[src/rtl/cci_rd_arbiter_if.sv]
// Bus bundle between the two fetch engines, the read arbiter and the CCI read channel.
// The slave modport is the arbiter's view; master is the environment driving it.
interface cci_rd_arbiter_if #(
    parameter int ADDR_LMT    = 20,
    parameter int MDATA       = 14,
    parameter int CACHE_WIDTH = 512
);
    logic [ADDR_LMT-1:0]    rq0_addr;
    logic [ADDR_LMT-1:0]    rq1_addr;
    logic [MDATA-2:0]       rq0_mdata;
    logic [MDATA-2:0]       rq1_mdata;
    logic                   rq0_en;
    logic                   rq1_en;
    logic                   rq0_almostfull;
    logic                   rq1_almostfull;

    logic [ADDR_LMT-1:0]    rd_req_addr;
    logic [MDATA-1:0]       rd_req_mdata;
    logic                   rd_req_en;
    logic                   rd_req_almostfull;

    logic                   rd_rsp_valid;
    logic [MDATA-1:0]       rd_rsp_mdata;
    logic [CACHE_WIDTH-1:0] rd_rsp_data;

    logic                   rsp0_valid;
    logic                   rsp1_valid;
    logic [MDATA-2:0]       rsp0_mdata;
    logic [MDATA-2:0]       rsp1_mdata;
    logic [CACHE_WIDTH-1:0] rsp0_data;
    logic [CACHE_WIDTH-1:0] rsp1_data;

    modport slave (
        input  rq0_addr, rq1_addr, rq0_mdata, rq1_mdata, rq0_en, rq1_en,
        input  rd_req_almostfull, rd_rsp_valid, rd_rsp_mdata, rd_rsp_data,
        output rq0_almostfull, rq1_almostfull,
        output rd_req_addr, rd_req_mdata, rd_req_en,
        output rsp0_valid, rsp1_valid, rsp0_mdata, rsp1_mdata, rsp0_data, rsp1_data
    );

    modport master (
        output rq0_addr, rq1_addr, rq0_mdata, rq1_mdata, rq0_en, rq1_en,
        output rd_req_almostfull, rd_rsp_valid, rd_rsp_mdata, rd_rsp_data,
        input  rq0_almostfull, rq1_almostfull,
        input  rd_req_addr, rd_req_mdata, rd_req_en,
        input  rsp0_valid, rsp1_valid, rsp0_mdata, rsp1_mdata, rsp0_data, rsp1_data
    );
endinterface

[src/rtl/cci_rd_arbiter.sv]
// Two-requester round-robin arbiter for the CCI read port: per-requester request
// FIFOs, in-flight credit limits, and tag-based routing of read responses.
module cci_rd_arbiter #(
    parameter int ADDR_LMT        = 20,
    parameter int MDATA           = 14,
    parameter int CACHE_WIDTH     = 512,
    parameter int FIFO_DEPTH      = 4,
    parameter int MAX_OUTSTANDING = 32
) (
    input  logic              clk,
    input  logic              rst,
    cci_rd_arbiter_if.slave   bus,
    output logic              idle,
    output logic              err
);
    localparam int PW   = $clog2(FIFO_DEPTH);
    localparam int CNTW = PW + 1;
    localparam int CW   = $clog2(MAX_OUTSTANDING + 1);
    localparam int MW   = MDATA - 1;

    logic [ADDR_LMT-1:0]    rq_addr [2];
    logic [MW-1:0]          rq_mdata [2];
    logic [1:0]             rq_en;
    logic [1:0]             rq_af;

    logic [ADDR_LMT-1:0]    mem_addr_q [2][FIFO_DEPTH];
    logic [MW-1:0]          mem_mdata_q [2][FIFO_DEPTH];
    logic [ADDR_LMT-1:0]    head_addr [2];
    logic [MW-1:0]          head_mdata [2];

    logic [PW-1:0]          wr_ptr_q [2], wr_ptr_d [2];
    logic [PW-1:0]          rd_ptr_q [2], rd_ptr_d [2];
    logic [CNTW-1:0]        cnt_q [2], cnt_d [2];
    logic [CW-1:0]          outst_q [2], outst_d [2];

    logic [1:0]             push, ovf, elig, grant, rsp_hit, unmatched;
    logic                   gsel;
    logic                   rr_q, rr_d;

    logic                   rd_req_en_q, rd_req_en_d;
    logic [ADDR_LMT-1:0]    rd_req_addr_q, rd_req_addr_d;
    logic [MDATA-1:0]       rd_req_mdata_q, rd_req_mdata_d;
    logic [1:0]             rsp_valid_q, rsp_valid_d;
    logic [MW-1:0]          rsp_mdata_q [2], rsp_mdata_d [2];
    logic [CACHE_WIDTH-1:0] rsp_data_q [2], rsp_data_d [2];
    logic                   idle_q, idle_d;
    logic                   err_q, err_d;

    assign rq_addr[0]  = bus.rq0_addr;
    assign rq_addr[1]  = bus.rq1_addr;
    assign rq_mdata[0] = bus.rq0_mdata;
    assign rq_mdata[1] = bus.rq1_mdata;
    assign rq_en       = {bus.rq1_en, bus.rq0_en};

    assign bus.rq0_almostfull = rq_af[0];
    assign bus.rq1_almostfull = rq_af[1];
    assign bus.rd_req_en      = rd_req_en_q;
    assign bus.rd_req_addr    = rd_req_addr_q;
    assign bus.rd_req_mdata   = rd_req_mdata_q;
    assign bus.rsp0_valid     = rsp_valid_q[0];
    assign bus.rsp1_valid     = rsp_valid_q[1];
    assign bus.rsp0_mdata     = rsp_mdata_q[0];
    assign bus.rsp1_mdata     = rsp_mdata_q[1];
    assign bus.rsp0_data      = rsp_data_q[0];
    assign bus.rsp1_data      = rsp_data_q[1];
    assign idle               = idle_q;
    assign err                = err_q;

    // Per-requester status; the head is read from registered state only, so a
    // freshly pushed entry cannot be granted in the same cycle.
    always_comb begin
        for (int i = 0; i < 2; i++) begin
            push[i]       = rq_en[i] && (cnt_q[i] != CNTW'(FIFO_DEPTH));
            ovf[i]        = rq_en[i] && (cnt_q[i] == CNTW'(FIFO_DEPTH));
            rq_af[i]      = cnt_q[i] >= CNTW'(FIFO_DEPTH - 2);
            elig[i]       = (cnt_q[i] != '0) && (outst_q[i] < CW'(MAX_OUTSTANDING))
                            && !bus.rd_req_almostfull;
            rsp_hit[i]    = bus.rd_rsp_valid && (bus.rd_rsp_mdata[MDATA-1] == 1'(i));
            unmatched[i]  = rsp_hit[i] && (outst_q[i] == '0);
            head_addr[i]  = mem_addr_q[i][rd_ptr_q[i]];
            head_mdata[i] = mem_mdata_q[i][rd_ptr_q[i]];
        end
    end

    // rr_q holds the last granted requester; on contention the other one wins.
    always_comb begin
        grant = elig;
        if (elig == 2'b11) begin
            grant = rr_q ? 2'b01 : 2'b10;
        end
        gsel = grant[1];
        rr_d = (grant != 2'b00) ? gsel : rr_q;
    end

    always_comb begin
        rd_req_en_d    = |grant;
        rd_req_addr_d  = rd_req_addr_q;
        rd_req_mdata_d = rd_req_mdata_q;
        if (|grant) begin
            rd_req_addr_d  = head_addr[gsel];
            rd_req_mdata_d = {gsel, head_mdata[gsel]};
        end
        idle_d = 1'b1;
        err_d  = err_q || (|ovf) || (|unmatched);
        for (int i = 0; i < 2; i++) begin
            wr_ptr_d[i] = wr_ptr_q[i] + PW'(push[i]);
            rd_ptr_d[i] = rd_ptr_q[i] + PW'(grant[i]);
            cnt_d[i]    = cnt_q[i] + CNTW'(push[i]) - CNTW'(grant[i]);
            outst_d[i]  = outst_q[i];
            if (grant[i] && !rsp_hit[i]) begin
                outst_d[i] = outst_q[i] + CW'(1);
            end else if (!grant[i] && rsp_hit[i] && (outst_q[i] != '0)) begin
                outst_d[i] = outst_q[i] - CW'(1);
            end
            rsp_valid_d[i] = rsp_hit[i];
            rsp_mdata_d[i] = rsp_hit[i] ? bus.rd_rsp_mdata[MW-1:0] : rsp_mdata_q[i];
            rsp_data_d[i]  = rsp_hit[i] ? bus.rd_rsp_data : rsp_data_q[i];
            if ((cnt_d[i] != '0) || (outst_d[i] != '0)) begin
                idle_d = 1'b0;
            end
        end
    end

    // Storage carries no reset; validity is tracked entirely by the pointers.
    always_ff @(posedge clk) begin
        for (int i = 0; i < 2; i++) begin
            if (push[i]) begin
                mem_addr_q[i][wr_ptr_q[i]]  <= rq_addr[i];
                mem_mdata_q[i][wr_ptr_q[i]] <= rq_mdata[i];
            end
        end
    end

    always_ff @(posedge clk or negedge rst) begin
        if (!rst) begin
            rr_q           <= 1'b1;
            rd_req_en_q    <= 1'b0;
            rd_req_addr_q  <= '0;
            rd_req_mdata_q <= '0;
            rsp_valid_q    <= '0;
            idle_q         <= 1'b1;
            err_q          <= 1'b0;
            for (int i = 0; i < 2; i++) begin
                wr_ptr_q[i]    <= '0;
                rd_ptr_q[i]    <= '0;
                cnt_q[i]       <= '0;
                outst_q[i]     <= '0;
                rsp_mdata_q[i] <= '0;
                rsp_data_q[i]  <= '0;
            end
        end else begin
            rr_q           <= rr_d;
            rd_req_en_q    <= rd_req_en_d;
            rd_req_addr_q  <= rd_req_addr_d;
            rd_req_mdata_q <= rd_req_mdata_d;
            rsp_valid_q    <= rsp_valid_d;
            idle_q         <= idle_d;
            err_q          <= err_d;
            for (int i = 0; i < 2; i++) begin
                wr_ptr_q[i]    <= wr_ptr_d[i];
                rd_ptr_q[i]    <= rd_ptr_d[i];
                cnt_q[i]       <= cnt_d[i];
                outst_q[i]     <= outst_d[i];
                rsp_mdata_q[i] <= rsp_mdata_d[i];
                rsp_data_q[i]  <= rsp_data_d[i];
            end
        end
    end
endmodule

[src/flat_wrapper.sv]
// flat-port wrapper written by rule: the top's interface ports become plain ports
module cci_rd_arbiter_flat 
#(
    parameter int ADDR_LMT        = 20,
    parameter int MDATA           = 14,
    parameter int CACHE_WIDTH     = 512,
    parameter int FIFO_DEPTH      = 4,
    parameter int MAX_OUTSTANDING = 32
)
  (clk, rst, idle, err, bus_rq0_addr, bus_rq1_addr, bus_rq0_mdata, bus_rq1_mdata, bus_rq0_en, bus_rq1_en, bus_rd_req_almostfull, bus_rd_rsp_valid, bus_rd_rsp_mdata, bus_rd_rsp_data, bus_rq0_almostfull, bus_rq1_almostfull, bus_rd_req_addr, bus_rd_req_mdata, bus_rd_req_en, bus_rsp0_valid, bus_rsp1_valid, bus_rsp0_mdata, bus_rsp1_mdata, bus_rsp0_data, bus_rsp1_data);
  cci_rd_arbiter_if #(.ADDR_LMT(ADDR_LMT), .MDATA(MDATA), .CACHE_WIDTH(CACHE_WIDTH)) bus_i ();
  input  logic clk;
  input  logic rst;
  output logic idle;
  output logic err;
  input wire logic [$bits(bus_i.rq0_addr)-1:0] bus_rq0_addr;
  input wire logic [$bits(bus_i.rq1_addr)-1:0] bus_rq1_addr;
  input wire logic [$bits(bus_i.rq0_mdata)-1:0] bus_rq0_mdata;
  input wire logic [$bits(bus_i.rq1_mdata)-1:0] bus_rq1_mdata;
  input wire logic [$bits(bus_i.rq0_en)-1:0] bus_rq0_en;
  input wire logic [$bits(bus_i.rq1_en)-1:0] bus_rq1_en;
  input wire logic [$bits(bus_i.rd_req_almostfull)-1:0] bus_rd_req_almostfull;
  input wire logic [$bits(bus_i.rd_rsp_valid)-1:0] bus_rd_rsp_valid;
  input wire logic [$bits(bus_i.rd_rsp_mdata)-1:0] bus_rd_rsp_mdata;
  input wire logic [$bits(bus_i.rd_rsp_data)-1:0] bus_rd_rsp_data;
  output wire logic [$bits(bus_i.rq0_almostfull)-1:0] bus_rq0_almostfull;
  output wire logic [$bits(bus_i.rq1_almostfull)-1:0] bus_rq1_almostfull;
  output wire logic [$bits(bus_i.rd_req_addr)-1:0] bus_rd_req_addr;
  output wire logic [$bits(bus_i.rd_req_mdata)-1:0] bus_rd_req_mdata;
  output wire logic [$bits(bus_i.rd_req_en)-1:0] bus_rd_req_en;
  output wire logic [$bits(bus_i.rsp0_valid)-1:0] bus_rsp0_valid;
  output wire logic [$bits(bus_i.rsp1_valid)-1:0] bus_rsp1_valid;
  output wire logic [$bits(bus_i.rsp0_mdata)-1:0] bus_rsp0_mdata;
  output wire logic [$bits(bus_i.rsp1_mdata)-1:0] bus_rsp1_mdata;
  output wire logic [$bits(bus_i.rsp0_data)-1:0] bus_rsp0_data;
  output wire logic [$bits(bus_i.rsp1_data)-1:0] bus_rsp1_data;
  assign bus_i.rq0_addr = bus_rq0_addr;
  assign bus_i.rq1_addr = bus_rq1_addr;
  assign bus_i.rq0_mdata = bus_rq0_mdata;
  assign bus_i.rq1_mdata = bus_rq1_mdata;
  assign bus_i.rq0_en = bus_rq0_en;
  assign bus_i.rq1_en = bus_rq1_en;
  assign bus_i.rd_req_almostfull = bus_rd_req_almostfull;
  assign bus_i.rd_rsp_valid = bus_rd_rsp_valid;
  assign bus_i.rd_rsp_mdata = bus_rd_rsp_mdata;
  assign bus_i.rd_rsp_data = bus_rd_rsp_data;
  assign bus_rq0_almostfull = bus_i.rq0_almostfull;
  assign bus_rq1_almostfull = bus_i.rq1_almostfull;
  assign bus_rd_req_addr = bus_i.rd_req_addr;
  assign bus_rd_req_mdata = bus_i.rd_req_mdata;
  assign bus_rd_req_en = bus_i.rd_req_en;
  assign bus_rsp0_valid = bus_i.rsp0_valid;
  assign bus_rsp1_valid = bus_i.rsp1_valid;
  assign bus_rsp0_mdata = bus_i.rsp0_mdata;
  assign bus_rsp1_mdata = bus_i.rsp1_mdata;
  assign bus_rsp0_data = bus_i.rsp0_data;
  assign bus_rsp1_data = bus_i.rsp1_data;
  cci_rd_arbiter #(.ADDR_LMT(ADDR_LMT), .MDATA(MDATA), .CACHE_WIDTH(CACHE_WIDTH), .FIFO_DEPTH(FIFO_DEPTH), .MAX_OUTSTANDING(MAX_OUTSTANDING)) u_core (.clk(clk), .rst(rst), .bus(bus_i), .idle(idle), .err(err));
endmodule
[config.mk]
export PLATFORM = sky130hd
export DESIGN_NAME = cci_rd_arbiter_flat
export DESIGN_NICKNAME = d
export VERILOG_FILES = /design/src/rtl/cci_rd_arbiter_if.sv /design/src/rtl/cci_rd_arbiter.sv /design/src/flat_wrapper.sv
export SDC_FILE = /design/constraint.sdc
export NUM_CORES = 2
export LEC_CHECK = 0
export CAP_MARGIN = 25
export CELL_PAD_IN_SITES_DETAIL_PLACEMENT = 1
export CELL_PAD_IN_SITES_GLOBAL_PLACEMENT = 2
export CORE_AREA = 4 4 654 656
export CTS_BUF_LIST = sky130_fd_sc_hd__clkbuf_16
export DETAILED_ROUTE_END_ITERATION = 10
export DIE_AREA = 0 0 658 660
export GPL_TIMING_DRIVEN = 0
export PLACE_DENSITY_LB_ADDON = 0.1
export SLEW_MARGIN = 25
export SYNTH_ARGS = -nofsm -noshare
export SYNTH_HDL_FRONTEND = slang
export SYNTH_SLANG_ARGS = --single-unit
[constraint.sdc]
create_clock -name clk -period 8 [get_ports clk]
set_clock_uncertainty 0.15 [all_clocks]
set_input_delay 1.6 -clock clk [delete_from_list [all_inputs] [get_ports clk]]
set_output_delay 1.6 -clock clk [all_outputs]
set_load 0.02 [all_outputs]
==> impl_metrics.env <==
export IMPL_status="completed"
export IMPL_p_int_mw=15.66
export IMPL_antenna_found_initial=158
export IMPL_hp_class="reg2reg"
export IMPL_nFillCells=48460
export IMPL_fin_crit_sh=0.5589
export IMPL_grt_overflow=0
export IMPL_cts_hold_buf=0
export IMPL_tightest_slew_ns=1.032
export IMPL_avgSynthCellArea_um2=10.14
export IMPL_ir_worst_vdd_uv=194.9
export IMPL_yosysWarnings=0
export IMPL_combinationalPowerShare=0.272
export IMPL_finalWirelength_um=346100
export IMPL_final_cell_count_no_fill=12900
export IMPL_dp_cells=12520
export IMPL_cts_tree="yes"
export IMPL_ios=1689
export IMPL_cts_resized=0
export IMPL_core_um2=422200
export IMPL_final_common_cell="nand2_1"
export IMPL_viasPerCell=3.386
export IMPL_max_freq_mhz=223.6
export IMPL_synthCells=5124
export IMPL_cp_startpoint="bus_rd_req_almostfull"
export IMPL_die_h_um=660
export IMPL_grt_pass1_wl_um=455900
export IMPL_clockBufferDepth=4
export IMPL_synth_seq_cells=1380
export IMPL_area_delta_synth_final_pct=59.80
export IMPL_grt_usage=0.1541
export IMPL_setup_violations_final=0
export IMPL_hold_viol=0
export IMPL_cap_violations=0
export IMPL_rsz0062_at_grt="no"
export IMPL_rrSetupSlack_ns=4.31
export IMPL_async_flop_share=0.8087
export IMPL_dieArea_um2=434300
export IMPL_final_cell_mix="3192 x nand2_1, 1685 x clkdlybuf4s50_1, 1114 x dfrtp_1, 264 x edfxtp_1, 202 x clkbuf_1"
export IMPL_r2r_end="u_core.idle"
export IMPL_worst_setup_path_end_kind="register"
export IMPL_htreeDepth=4
export IMPL_avgRoutedWirePerCell_um=26.83
export IMPL_drc=0
export IMPL_root_buffer="clkbuf_16"
export IMPL_cts_setup_buffers=0
export IMPL_start_util=0.1230
export IMPL_synth_cell_type_count=51
export IMPL_multi_input_comb_area_um2=15010
export IMPL_gp_congestion=0.8081
export IMPL_die_width_um=658
export IMPL_clkTransAtPathRegs_ns=0.05
export IMPL_p_sw_mw=8.171
export IMPL_grt_start_max_net_pins=110
export IMPL_clk_latency_ns=0.90
export IMPL_period_minus_slack_ns=4.471
export IMPL_worstPathArrival_ns=5.12
export IMPL_dr_pass1_iters=5
export IMPL_switching_share=0.3429
export IMPL_reg2reg_from="u_core.outst_q[5]"
export IMPL_p_per_area_nw_per_um2=287.1
export IMPL_drive_above_1_share=0.05832
export IMPL_drt_iter0_markers=2146
export IMPL_cp_max_fo=9
export IMPL_worstSetupPathType="in2reg"
export IMPL_relSlewSlack=0.3121
export IMPL_synth_flop_cell="dfrtp_1"
export IMPL_dpl_cell_area_um2=76970
export IMPL_netlist_area_um2=51940
export IMPL_hpwlAfterDp_um=277100
export IMPL_finalMaxSlewViolations=0
export IMPL_first_global_vias=47130
export IMPL_synth_edff_count=264
export IMPL_critPathLaunchType="input port"
export IMPL_buffer_ports_inserted=1688
export IMPL_setup_tns_ns=0
export IMPL_drtAntennaViolNets=0
export IMPL_synthesis_nets=5740
export IMPL_ys_seq_area_frac=0.6903
export IMPL_required_ns=8.64
export IMPL_numCtsBuffers=196
export IMPL_power_share_clock=0.353
export IMPL_endpoint="u_core.idle"
export IMPL_p_leak_nw=37.09
export IMPL_dr_total_vias=43690
export IMPL_regArea_um2=35860
export IMPL_final_net_count=7671
export IMPL_rows=239
export IMPL_reg2reg_depth=11
export IMPL_final_area_um2=83010
export IMPL_clock_sinks=1380
export IMPL_p_seq_frac=0.375
## per-layer routing
metal  part of all wire  GRT usage  up-vias
met1               0.37     0.1671    21740
met5             0.0012          0        -
li1                   -          -    20020
met4              0.025    0.03537       66
met2               0.52     0.2828     1349
met3              0.081    0.05715      518
## area by class of cell
type / count / share of cell area
Clock buffer: 197 / 0.05939
Antenna cell: 36 / 0.001085
Tap cell: 5663 / 0.08536
Buffer: 263 / 0.01281
Inverter: 28 / 0.001266
Sequential cell: 1380 / 0.4320
Multi-Input combinational cell: 3453 / 0.1808
Timing Repair Buffer: 1733 / 0.2151
Clock inverter: 148 / 0.01219
## Yosys cell counts, drive strengths merged (3+ instances only)
master     n  area (um2)
a21oi      5       25.02
and3       4       25.02
and4       3       26.28
buf       28       135.1
clkbuf   235       882.1
dfrtp   1114       27880
edfxtp   264        7928
ha        16       200.2
inv       28       105.1
mux2i     40       400.4
mux4      66        1486
nand2   3192       11980
nand3      5       25.02
nand4      3       18.77
nor2      15       56.30
nor3      10       50.05
o21ai     39       195.2
or2        4       25.02
or3        4       30.03
xnor2      4       35.03
xor2       9       78.83
## cells by family after synthesis
kind of cell | synth area share
mux | 0.03633
buf+inv | 0.02161
xor+xnor | 0.002192
compound gates | 0.007805
fa+ha+maj | 0.004625
flops | 0.6903
simple gates | 0.2371
## worst min path at each step
stage                         startpoint                   endpoint  slack (ns)  depth (start not counted)
2_1_floorplan         u_core.rd_ptr_q[2]         u_core.rd_ptr_q[2]        0.32                          1
3_3_place_gp   u_core.bus.rsp0_data[395]  u_core.bus.rsp0_data[395]        0.31                          2
3_5_place_dp   u_core.bus.rsp0_data[479]  u_core.bus.rsp0_data[479]        0.31                          2
4_1_cts        u_core.bus.rsp0_data[262]  u_core.bus.rsp0_data[262]        0.33                          2
5_1_grt        u_core.bus.rsp0_data[286]  u_core.bus.rsp0_data[286]        0.34                          2
6_report       u_core.bus.rsp0_data[479]  u_core.bus.rsp0_data[479]        0.32                          2
## flip-flops by register name (all words and copies together), names as in the netlist
signal / cells
u_core.bus.rd_req_addr: 20
u_core.bus.rd_req_en: 1
u_core.bus.rd_req_mdata: 14
u_core.bus.rsp0_data: 512
u_core.bus.rsp0_mdata: 13
u_core.bus.rsp1_data: 512
u_core.bus.rsp1_mdata: 13
u_core.cnt_q: 6
u_core.err: 1
u_core.idle: 1
u_core.mem_addr_q: 160
u_core.mem_mdata_q: 104
u_core.outst_q: 12
u_core.rd_ptr_q: 4
u_core.rr_q: 1
u_core.rsp_valid_q: 2
u_core.wr_ptr_q: 4
## power groups by stage
stage / Combinational, mW / Sequential (mW) / Clock, mW
2_1_floorplan: 1.84 / 9.85 / 0
3_3_place_gp: 6.61 / 9.14 / 0
3_5_place_dp: 6.77 / 9.06 / 0
4_1_cts: 6.80 / 8.95 / 8.87
5_1_grt: 7.05 / 9.07 / 9.10
6_report: 6.49 / 8.93 / 8.41
## through the flow
step	power (mW)	hold slack, ns	setup slack [ns]	utilization
after global routing	25.21	0.3370	3.334	0.1965
after CTS	24.62	0.3253	3.530	0.1964
final	23.83	0.3187	3.529	0.1966
after detailed placement	15.83	0.3111	2.550	0.1823
after floorplan	11.70	0.3232	2.868	-
after global placement	15.75	0.3083	-60.03	0.1798
## critical path: stages
cell and delay [ns]:
clkdlybuf4s50_1 0.48, or3_1 0.39, o211ai_1 0.46, inv_2 0.25, ha_1 0.34, inv_1 0.04, ha_1 0.20, fa_1 0.48
nor4_1 0.30, nand2_1 0.10, nor3_1 0.21, and4_1 0.25
(Power assumes the default switching activity.)
